$ cat src/rtl/loader_pkg.sv
// Shared types and header layout for the CPU program loader.
package loader_pkg;

   typedef enum logic [1:0] {
      TGT_IMEM  = 2'd0,
      TGT_DMEM  = 2'd1,
      TGT_REG   = 2'd2,
      TGT_START = 2'd3
   } target_e;

   typedef enum logic [1:0] {
      ST_HDR  = 2'd0,
      ST_DATA = 2'd1,
      ST_CHK  = 2'd2,
      ST_RUN  = 2'd3
   } state_e;

   localparam int WORD_W       = 32;
   localparam int HDR_TGT_MSB  = 31;
   localparam int HDR_TGT_LSB  = 30;
   localparam int HDR_CNT_MSB  = 29;
   localparam int HDR_CNT_LSB  = 16;
   localparam int HDR_BASE_MSB = 15;
   localparam int HDR_BASE_LSB = 0;
   localparam int CNT_W        = HDR_CNT_MSB - HDR_CNT_LSB + 1;
   localparam int BASE_W       = HDR_BASE_MSB - HDR_BASE_LSB + 1;
   localparam int ADDR_SUM_W   = BASE_W + 1;
   localparam int REG_AW       = 5;
   localparam int REG_DEPTH    = 32;

endpackage

$ cat src/rtl/loader_wr_port.sv
// Registered write strobe/address/data for one memory or register-file port.
module loader_wr_port
   import loader_pkg::*;
#(
   parameter int AW = 8
) (
   input  logic              clk_i,
   input  logic              rst_i,
   input  logic              i_we,
   input  logic [AW-1:0]     i_addr,
   input  logic [WORD_W-1:0] i_data,
   output logic              o_we,
   output logic [AW-1:0]     o_addr,
   output logic [WORD_W-1:0] o_data
);

   logic              r_we;
   logic [AW-1:0]     r_addr;
   logic [WORD_W-1:0] r_data;

   always_ff @(posedge clk_i or negedge rst_i) begin
      if (!rst_i) begin
         r_we   <= 1'b0;
         r_addr <= '0;
         r_data <= '0;
      end else begin
         r_we <= i_we;
         if (i_we) begin
            r_addr <= i_addr;
            r_data <= i_data;
         end
      end
   end

   assign o_we   = r_we;
   assign o_addr = r_addr;
   assign o_data = r_data;

endmodule

$ cat src/rtl/cpu_program_loader.sv
// Framed word-stream loader filling IMEM, DMEM and the register file, then starting the CPU.
// Optional trailing XOR checksum per record when LOADER_CHECKSUM_EN is defined.
module cpu_program_loader
   import loader_pkg::*;
#(
   parameter int IMEM_AW = 8,
   parameter int DMEM_AW = 5
) (
   input  logic               clk_i,
   input  logic               rst_i,
   input  logic               in_valid_i,
   input  logic [WORD_W-1:0]  in_data_i,
   output logic               in_ready_o,
   output logic               imem_we_o,
   output logic [IMEM_AW-1:0] imem_addr_o,
   output logic [WORD_W-1:0]  imem_data_o,
   output logic               dmem_we_o,
   output logic [DMEM_AW-1:0] dmem_addr_o,
   output logic [WORD_W-1:0]  dmem_data_o,
   output logic               reg_we_o,
   output logic [REG_AW-1:0]  reg_addr_o,
   output logic [WORD_W-1:0]  reg_data_o,
   output logic               start_o,
   output logic               busy_o,
   output logic               err_o
);

   localparam logic [ADDR_SUM_W-1:0] IMEM_DEPTH = ADDR_SUM_W'(1 << IMEM_AW);
   localparam logic [ADDR_SUM_W-1:0] DMEM_DEPTH = ADDR_SUM_W'(1 << DMEM_AW);
   localparam logic [ADDR_SUM_W-1:0] RF_DEPTH   = ADDR_SUM_W'(REG_DEPTH);

   state_e              r_state;
   state_e              w_state_nxt;
   target_e             r_tgt;
   logic [BASE_W-1:0]   r_base;
   logic [CNT_W-1:0]    r_cnt;
   logic [CNT_W-1:0]    r_k;
   logic                r_ready;
   logic                r_busy;
   logic                r_start;
   logic                r_err;
`ifdef LOADER_CHECKSUM_EN
   logic [WORD_W-1:0]   r_xor;
`endif

   logic                  w_acc;
   target_e               w_hdr_tgt;
   logic [CNT_W-1:0]      w_hdr_cnt;
   logic [BASE_W-1:0]     w_hdr_base;
   logic [ADDR_SUM_W-1:0] w_addr;
   logic                  w_oob;
   logic                  w_last;
   logic                  w_imem_we;
   logic                  w_dmem_we;
   logic                  w_reg_we;
   logic                  w_err_set;
   logic                  w_hdr_load;
   logic                  w_data_step;

   assign w_acc      = in_valid_i & r_ready;
   assign w_hdr_tgt  = target_e'(in_data_i[HDR_TGT_MSB:HDR_TGT_LSB]);
   assign w_hdr_cnt  = in_data_i[HDR_CNT_MSB:HDR_CNT_LSB];
   assign w_hdr_base = in_data_i[HDR_BASE_MSB:HDR_BASE_LSB];
   assign w_addr     = {1'b0, r_base} + {{(ADDR_SUM_W-CNT_W){1'b0}}, r_k};
   assign w_last     = ({1'b0, r_k} + {{CNT_W{1'b0}}, 1'b1}) == {1'b0, r_cnt};

   // Addresses never wrap: anything past the target's depth is dropped and flagged.
   always_comb begin
      w_oob = 1'b0;
      case (r_tgt)
         TGT_IMEM: w_oob = (w_addr >= IMEM_DEPTH);
         TGT_DMEM: w_oob = (w_addr >= DMEM_DEPTH);
         TGT_REG:  w_oob = (w_addr >= RF_DEPTH);
         default:  w_oob = 1'b0;
      endcase
   end

   always_comb begin
      w_state_nxt = r_state;
      w_imem_we   = 1'b0;
      w_dmem_we   = 1'b0;
      w_reg_we    = 1'b0;
      w_err_set   = 1'b0;
      w_hdr_load  = 1'b0;
      w_data_step = 1'b0;
      case (r_state)
         ST_HDR: begin
            if (w_acc) begin
               if (w_hdr_tgt == TGT_START) begin
                  w_state_nxt = ST_RUN;
               end else begin
                  w_hdr_load = 1'b1;
                  if (w_hdr_cnt != '0) begin
                     w_state_nxt = ST_DATA;
                  end else begin
`ifdef LOADER_CHECKSUM_EN
                     w_state_nxt = ST_CHK;
`else
                     w_state_nxt = ST_HDR;
`endif
                  end
               end
            end
         end
         ST_DATA: begin
            if (w_acc) begin
               w_data_step = 1'b1;
               if (w_oob) begin
                  w_err_set = 1'b1;
               end else begin
                  case (r_tgt)
                     TGT_IMEM: w_imem_we = 1'b1;
                     TGT_DMEM: w_dmem_we = 1'b1;
                     TGT_REG:  w_reg_we  = (w_addr[REG_AW-1:0] != '0);
                     default:  w_err_set = 1'b0;
                  endcase
               end
               if (w_last) begin
`ifdef LOADER_CHECKSUM_EN
                  w_state_nxt = ST_CHK;
`else
                  w_state_nxt = ST_HDR;
`endif
               end
            end
         end
         ST_CHK: begin
`ifdef LOADER_CHECKSUM_EN
            if (w_acc) begin
               w_err_set   = (in_data_i != r_xor);
               w_state_nxt = ST_HDR;
            end
`else
            w_state_nxt = ST_HDR;
`endif
         end
         default: w_state_nxt = ST_RUN;
      endcase
   end

   // Status outputs are registered from the next state so they line up with the strobes.
   always_ff @(posedge clk_i or negedge rst_i) begin
      if (!rst_i) begin
         r_state <= ST_HDR;
         r_ready <= 1'b1;
         r_busy  <= 1'b0;
         r_start <= 1'b0;
         r_err   <= 1'b0;
         r_tgt   <= TGT_IMEM;
         r_base  <= '0;
         r_cnt   <= '0;
         r_k     <= '0;
`ifdef LOADER_CHECKSUM_EN
         r_xor   <= '0;
`endif
      end else begin
         r_state <= w_state_nxt;
         r_ready <= (w_state_nxt != ST_RUN);
         r_busy  <= (w_state_nxt == ST_DATA) || (w_state_nxt == ST_CHK);
         r_start <= (w_state_nxt == ST_RUN);
         r_err   <= r_err | w_err_set;
         if (w_hdr_load) begin
            r_tgt  <= w_hdr_tgt;
            r_base <= w_hdr_base;
            r_cnt  <= w_hdr_cnt;
            r_k    <= '0;
         end else if (w_data_step) begin
            r_k <= r_k + {{(CNT_W-1){1'b0}}, 1'b1};
         end
`ifdef LOADER_CHECKSUM_EN
         if (w_hdr_load) begin
            r_xor <= in_data_i;
         end else if (w_data_step) begin
            r_xor <= r_xor ^ in_data_i;
         end
`endif
      end
   end

   assign in_ready_o = r_ready;
   assign busy_o     = r_busy;
   assign start_o    = r_start;
   assign err_o      = r_err;

   loader_wr_port #(.AW(IMEM_AW)) u_imem_port (
      .clk_i  (clk_i),
      .rst_i  (rst_i),
      .i_we   (w_imem_we),
      .i_addr (w_addr[IMEM_AW-1:0]),
      .i_data (in_data_i),
      .o_we   (imem_we_o),
      .o_addr (imem_addr_o),
      .o_data (imem_data_o)
   );

   loader_wr_port #(.AW(DMEM_AW)) u_dmem_port (
      .clk_i  (clk_i),
      .rst_i  (rst_i),
      .i_we   (w_dmem_we),
      .i_addr (w_addr[DMEM_AW-1:0]),
      .i_data (in_data_i),
      .o_we   (dmem_we_o),
      .o_addr (dmem_addr_o),
      .o_data (dmem_data_o)
   );

   loader_wr_port #(.AW(REG_AW)) u_reg_port (
      .clk_i  (clk_i),
      .rst_i  (rst_i),
      .i_we   (w_reg_we),
      .i_addr (w_addr[REG_AW-1:0]),
      .i_data (in_data_i),
      .o_we   (reg_we_o),
      .o_addr (reg_addr_o),
      .o_data (reg_data_o)
   );

endmodule

$ cat config.mk
export PLATFORM = sky130hd
export DESIGN_NAME = cpu_program_loader
export DESIGN_NICKNAME = d
export VERILOG_FILES = /design/src/rtl/loader_pkg.sv /design/src/rtl/loader_wr_port.sv /design/src/rtl/cpu_program_loader.sv
export SDC_FILE = /design/constraint.sdc
export NUM_CORES = 1
export LEC_CHECK = 0
export ABC_CLOCK_PERIOD_IN_PS = 3500
export CAP_MARGIN = 20
export CORE_AREA = 2 2 85 169
export DETAILED_ROUTE_END_ITERATION = 10
export DIE_AREA = 0 0 87 171
export DONT_BUFFER_PORTS = 1
export MAX_ROUTING_LAYER = met4
export PLACE_DENSITY = 0.85
export SYNTH_ARGS = -nofsm -noshare
export SYNTH_HDL_FRONTEND = slang
export SYNTH_SLANG_ARGS = --single-unit
$ cat constraint.sdc
create_clock -name clk_i -period 3.5 [get_ports clk_i]
set_input_delay 0 -clock clk_i [delete_from_list [all_inputs] [get_ports clk_i]]
set_output_delay 0 -clock clk_i [all_outputs]
set_load 0.05 [all_outputs]
# --- Word-level counts from Yosys, hierarchy flattened ---
# Cells that the tools add are included.
totals:
  register_bits: 169
  inputBits: 35
  word_cells: 71
  output_inout_bits: 121
op_classes:
  n_addsub: 3
  bitwise_logic: 2
  reduce_logical: 7
  magnitude_cmp: 2
  eq_ne: 10
  mux: 29
op_table:
  columns: ["operator", "n"]
  rows:
  - ["$mux W14", 2]
  - ["$mux W1", 21]
  - ["$add A16 B14 Y17", 1]
  - ["$ge A17 B6 Y1 const B", 1]
  - ["$ge A17 B9 Y1 const B", 1]
  - ["$add A14 B1 Y15 const B", 1]
  - ["$eq A15 B14 Y1", 1]
  - ["$add A14 B1 Y14 const B", 1]
  - ["$reduce_bool A14 Y1", 1]
  - ["$eq A2 B2 Y1 const B", 5]
  - ["$mux W2", 4]
  - ["$eq A2 B1 Y1 const B", 3]
  - ["$pmux W2 S3", 1]
  - ["$reduce_bool A5 Y1", 1]
  - ["$logic_not A2 Y1", 2]
  - ["$ne A2 B2 Y1 const B", 1]
  - ["$pmux W1 S2", 1]
  - ["$reduce_bool A2 Y1", 1]
  - ["$reduce_or A2 Y1", 1]
  - ["$and A1 B1 Y1", 1]
  - ["$logic_or A1 B1 Y1", 1]
  - ["$or A1 B1 Y1", 1]

# --- Logic depth before layout (Yosys ltp) ---
logic_depth:
  ltp_word: 7
  depth_mapped: 12
  ltp_nobuf: 11

# --- Hierarchy ---
# From an unflattened synthesis, not the netlist that was laid out.
unflattened:
  cells_unflattened: 568
  hier_area_um2: 7912.6
modules_own_cells:
  columns: ["mod", "instances", "area_each_um2", "cells_each", "seq_area_each_um2"]
  rows:
  - ["cpu_program_loader", 1, 3288.2, 325, 1302.5]
  - ["loader_wr_port at u_dmem_port ...", 2, 1551.5, 79, 950.9]
  - ["loader_wr_port at u_imem_port", 1, 1521.5, 85, 1026.0]

# --- Worst setup path before layout ---
# OpenSTA, ideal clock, no wires.
synth_timing:
  path_type: "register -> register"
  start: "register r_k[0]"
  end: "register u_reg_port.r_addr[1], in the netlist u_reg_port.o_addr[1]"
  required_time_ns: 3.372
  path_stages_with_launch: 13
  n_path_buf: 2
  path_slack_ns: -0.051
  arrival_ns: 3.424
  setup_time_ns: 0.128
  period_less_slack_ns: 3.551
  path_cell_list: "dfrtp_1 -> ha_1 -> fa_1 -> a211oi_1 -> o21a_1 -> nor2_1 -> or4_1 -> a2111oi_2 -> a31oi_1 -> nor3_2 -> buf_4 -> buf_6 -> mux2_1"
synth_via:
  elab_chain_cells: 6
  word_cells_on_any_way: 9
  cone_classes: "add/sub (1); order compare (2); mux (5); reduce/logical (1)"
synth_lines:
  columns: ["item", "line", "text"]
  rows:
  - ["from (decl)", "cpu_program_loader.sv:37", "logic [CNT_W-1:0] r_k;"]
  - ["from (signal assigned)", "cpu_program_loader.sv:168", "r_k <= r_k + {{(CNT_W-1){1'b0}}, 1'b1};"]
  - ["$add A16 B14 Y17 *", "cpu_program_loader.sv:64", "assign w_addr = {1'b0, r_base} + {{(ADDR_SUM_W-CNT_W){1'b0}}, r_k};"]
  - ["$ge A17 B6 Y1 (tied with other cells)", "cpu_program_loader.sv:72, cpu_program_loader.sv:73", null]
  - ["$pmux W1 S2 or $mux W1 (tied branches)", "cpu_program_loader.sv:70, cpu_program_loader.sv:111", null]
  - ["$mux W1", "cpu_program_loader.sv:108", "if (w_oob) begin"]
  - ["$mux W1", "cpu_program_loader.sv:106", "if (w_acc) begin"]
  - ["$mux W1", "cpu_program_loader.sv:86", "case (r_state)"]
  - ["to (signal assigned)", "loader_wr_port.sv:29", "r_addr <= i_addr;"]
  - ["to (decl)", "loader_wr_port.sv:18", "logic [AW-1:0] r_addr;"]
# Every way passes the cells marked *; elsewhere a longest branch is shown, timed or not.
# A chain may end at the register's enable or synchronous reset.

# --- Final worst setup path ---
layout_timing:
  start: "register r_k[0]"
  end: "register u_reg_port.r_data[24], in the netlist u_reg_port.o_data[24]"
layout_via:
  elab_chain_cells: 6
  word_cells_on_any_way: 9
  cone_classes: "add/sub (1); order compare (2); mux (5); reduce/logical (1)"
layout_lines:
  columns: ["item", "line", "text"]
  rows:
  - ["$add A16 B14 Y17 *", "cpu_program_loader.sv:64", null]
  - ["$ge A17 B6 Y1 (tied with other cells)", "cpu_program_loader.sv:72, cpu_program_loader.sv:73", null]
  - ["$pmux W1 S2 or $mux W1 (tied branches)", "cpu_program_loader.sv:70, cpu_program_loader.sv:111", null]
  - ["$mux W1 *", "cpu_program_loader.sv:108", null]
  - ["$mux W1 *", "cpu_program_loader.sv:106", null]
  - ["$mux W1 *", "cpu_program_loader.sv:86", null]
  - ["to (signal assigned)", "loader_wr_port.sv:30", "r_data <= i_data;"]
  - ["to (decl)", "loader_wr_port.sv:19", "logic [WORD_W-1:0] r_data;"]
# Marked as above.

==> impl_metrics.ini <==
[synthesis]
synth_adder_area_share_pct = 3.53
synthFlopType = dfrtp_1
synth-edff-count = 0
synth.distinct_cells = 52
synth-xor-area-share_pct = 3.54
synthArstFlopShare_pct = 100
synth_area_leaders = dfrtp_1 (55%), mux2_2 (17%), mux2_1 (3.8%)
synth_top_family_by_area = multiplexers
netlist_instances = 593
ys_ff_latch = 169
synth_mux_area_share_pct = 21.4
yosys_warnings = 0
synth_compound_area_share_pct = 6.63
synth.most_common_cell = dfrtp_1
ys_seq_area_share_pct = 55.2
netlist_area_mm2 = 0.00766
yosys-top-cells-count = dfrtp_1 (168), mux2_2 (115), nand2_1 (29)
syn_nets = 649
synth-simple-area-share_pct = 7.43
yosysTopAreaCellShare_pct = 54.8
yosys.area.top_type = dfrtp_1
synth_area_per_cell_um2 = 12.9

[placement]
place_hpwl_um = 11600
dpl.cell_count = 745
io_buffers = 0
place.gp.congestion = 0.928

[global_routing]
grt_usage_pct = 24.4
grt_pass1_wl_um = 27100
grt_pass1_vias = 5283
antenna_found_initial = 0
grt_overflow = 0
grt_max_degree = 170

[sta]
holdWs_ps = -726
grt_setup_unrepaired = yes
fin_tns_setup_ps = 0
period_share_pct = 99.3
worst_pin_slew_ps = 686
fin_worst_skew_ps = 18.5
report.final.slew_viol_count = 0
post-route-min-period_ps = 3470
max-slew-margin-rel_pct = 54.3
fmax_mhz = 288
final-setup-viol-count = 0
hold_violations = 169

[die]
core_area_mm2 = 0.0137
num_rows = 61
dieArea_mm2 = 0.0149
die_x_um = 87
initial_core_util_pct = 56.1
pin_count = 156
die_height_um = 171

[cts]
cts_buffers = 17
clkSinkCount = 169
cts_hold_buf = 32
root_buffer = clkbuf_16
cts_buffer_depth = 2
cts_tree = built
clk_pin_slew_ps = 70
insertion_delay_ps = 430
cts_htree_levels = 4

[outcome]
violations = negative hold slack
status = finished with violations

[detailed_routing]
dr.first_iter.drc_count = 244
drc = 0
routed_wirelength_um = 18800
wl_per_cell_um = 22.9
dr.pass1.iters = 4
num_vias = 5090
via_per_inst = 6.21
antenna_left = 0

[critical_path]
worstReg2RegStart = r_k[0]$_DFFE_PN0P_
endpoint_kind = flop
reg2reg_depth = 12
reg2reg_to = u_reg_port.o_data[24]$_DFFE_PN0P_
start_kind = flop
crit_start = r_k[0]$_DFFE_PN0P_
crit_arrival_ps = 3780
critPathMaxFanout = 10
cp-endpoint = u_reg_port.o_data[24]$_DFFE_PN0P_
critical_path_required_ps = 3810
crit_type = flop to flop
ff2ff_setup_slack_ps = 30

[finish]
layout.cells.non_filler = 819
num-nets-final = 705
n_antenna_cell = 0
n_fill_cell = 943
area_growth_pct = 20.9
drive_above_1_share_pct = 31.0

[job]
max_cap_viol_count = 0

[hold_path]
hold_class = input port to async pin
-- layer usage --
| layer | global-route usage (%) | vias up | wire length (um) |
|---|---|---|---|
| li1 | - | 2261 | - |
| met1 | 27.0 | 2617 | 6830 |
| met2 | 42.4 | 187 | 10500 |
| met3 | 5.11 | 25 | 1020 |
| met4 | 9.38 | 0 | 450 |
| met5 | - | - | 0 |
-- state kept, by name (all words and copies together), names as in the netlist, 2 cells and up --
name	cells
r_state	2
u_dmem_port.o_addr	5
r_base	16
u_reg_port.o_data	32
r_tgt	2
u_imem_port.o_data	32
r_cnt	14
u_imem_port.o_addr	8
r_k	14
u_dmem_port.o_data	32
u_reg_port.o_addr	5
-- critical path, cell delays in order (launching register included) --
cell,delay [ps]
dfrtp_1,400
ha_2,200
fa_2,350
a211oi_2,210
o21a_1,170
nor2_2,60
or4_4,480
a2111oi_4,340
a31oi_2,210
nor3_4,260
buf_12,170
buf_12,160
mux2_2,350
-- cell families (layout without fill, tap and decap cells) --
kind of cell             after synthesis  after routing
adder cells (fa/ha/maj)               21             21
XOR/XNOR                              31             31
AND/OR/NAND/NOR                      114            114
multiplexers                         146            146
flip-flops                           169            169
AO/OA/AOI/OAI                         78             78
buffers and inverters                 34            103
-- cell type report --
class	count	area, um2	area share (%)
clock inverters	15	154	1.66
multi-input cells	390	3450	37.2
flip-flops and latches	169	4230	45.6
well taps	157	196	2.12
clock buffers	17	425	4.59
inverters	8	30.0	0.324
repair buffers	63	782	8.44
-- how the worst min path moves through the flow --
stage,slack [ps],startpoint,end
floorplan,-300,rst_i,busy_o$_DFF_PN0_
global placement,-290,rst_i,u_dmem_port.o_data[3]$_DFFE_PN0P_
detailed placement,-290,rst_i,u_dmem_port.o_data[3]$_DFFE_PN0P_
CTS,-750,rst_i,u_imem_port.o_data[15]$_DFFE_PN0P_
global route,-760,rst_i,u_imem_port.o_data[15]$_DFFE_PN0P_
finish,-730,rst_i,u_reg_port.o_data[14]$_DFFE_PN0P_
-- repair_timing --
action,in CTS,in global routing
setup endpoints to repair,18,111
setup buffers,0,3
pin swaps,1,3
gates cloned,0,7
gates resized for setup,1,42
hold endpoints to repair,298,169
-- layout by cell type (no fill, tap or decap), drive strengths merged, types with 5 or more instances in the layout --
master and count:
nand2 29, dlygate4sd3 32, nor2 27, dfrtp 168, xnor2 18, clkinv 5
and3 7, buf 25, a21o 7, nor4 7, nand4 6, nand3 18
xor2 13, a21oi 13, mux2 141, mux2i 5, ha 20, o21ai 24
a31oi 6, clkbuf 23, o21a 8, inv 17
-- metrics by stage --
step / setup WS, ps / utilization [%] / instance area [um2]
after global placement: 82.7 / 58.6 / 8000
after floorplan: 40.2 / - / 7690
final: 25.1 / 67.9 / 9270
after global routing: -86.5 / 67.9 / 9270
after CTS: 25.8 / 65.2 / 8900
after detailed placement: 8.00 / 58.6 / 8000
Power is left out: the tool's default activity adds up to more than one toggle a clock period on the data nets, which glitch-free logic cannot reach.
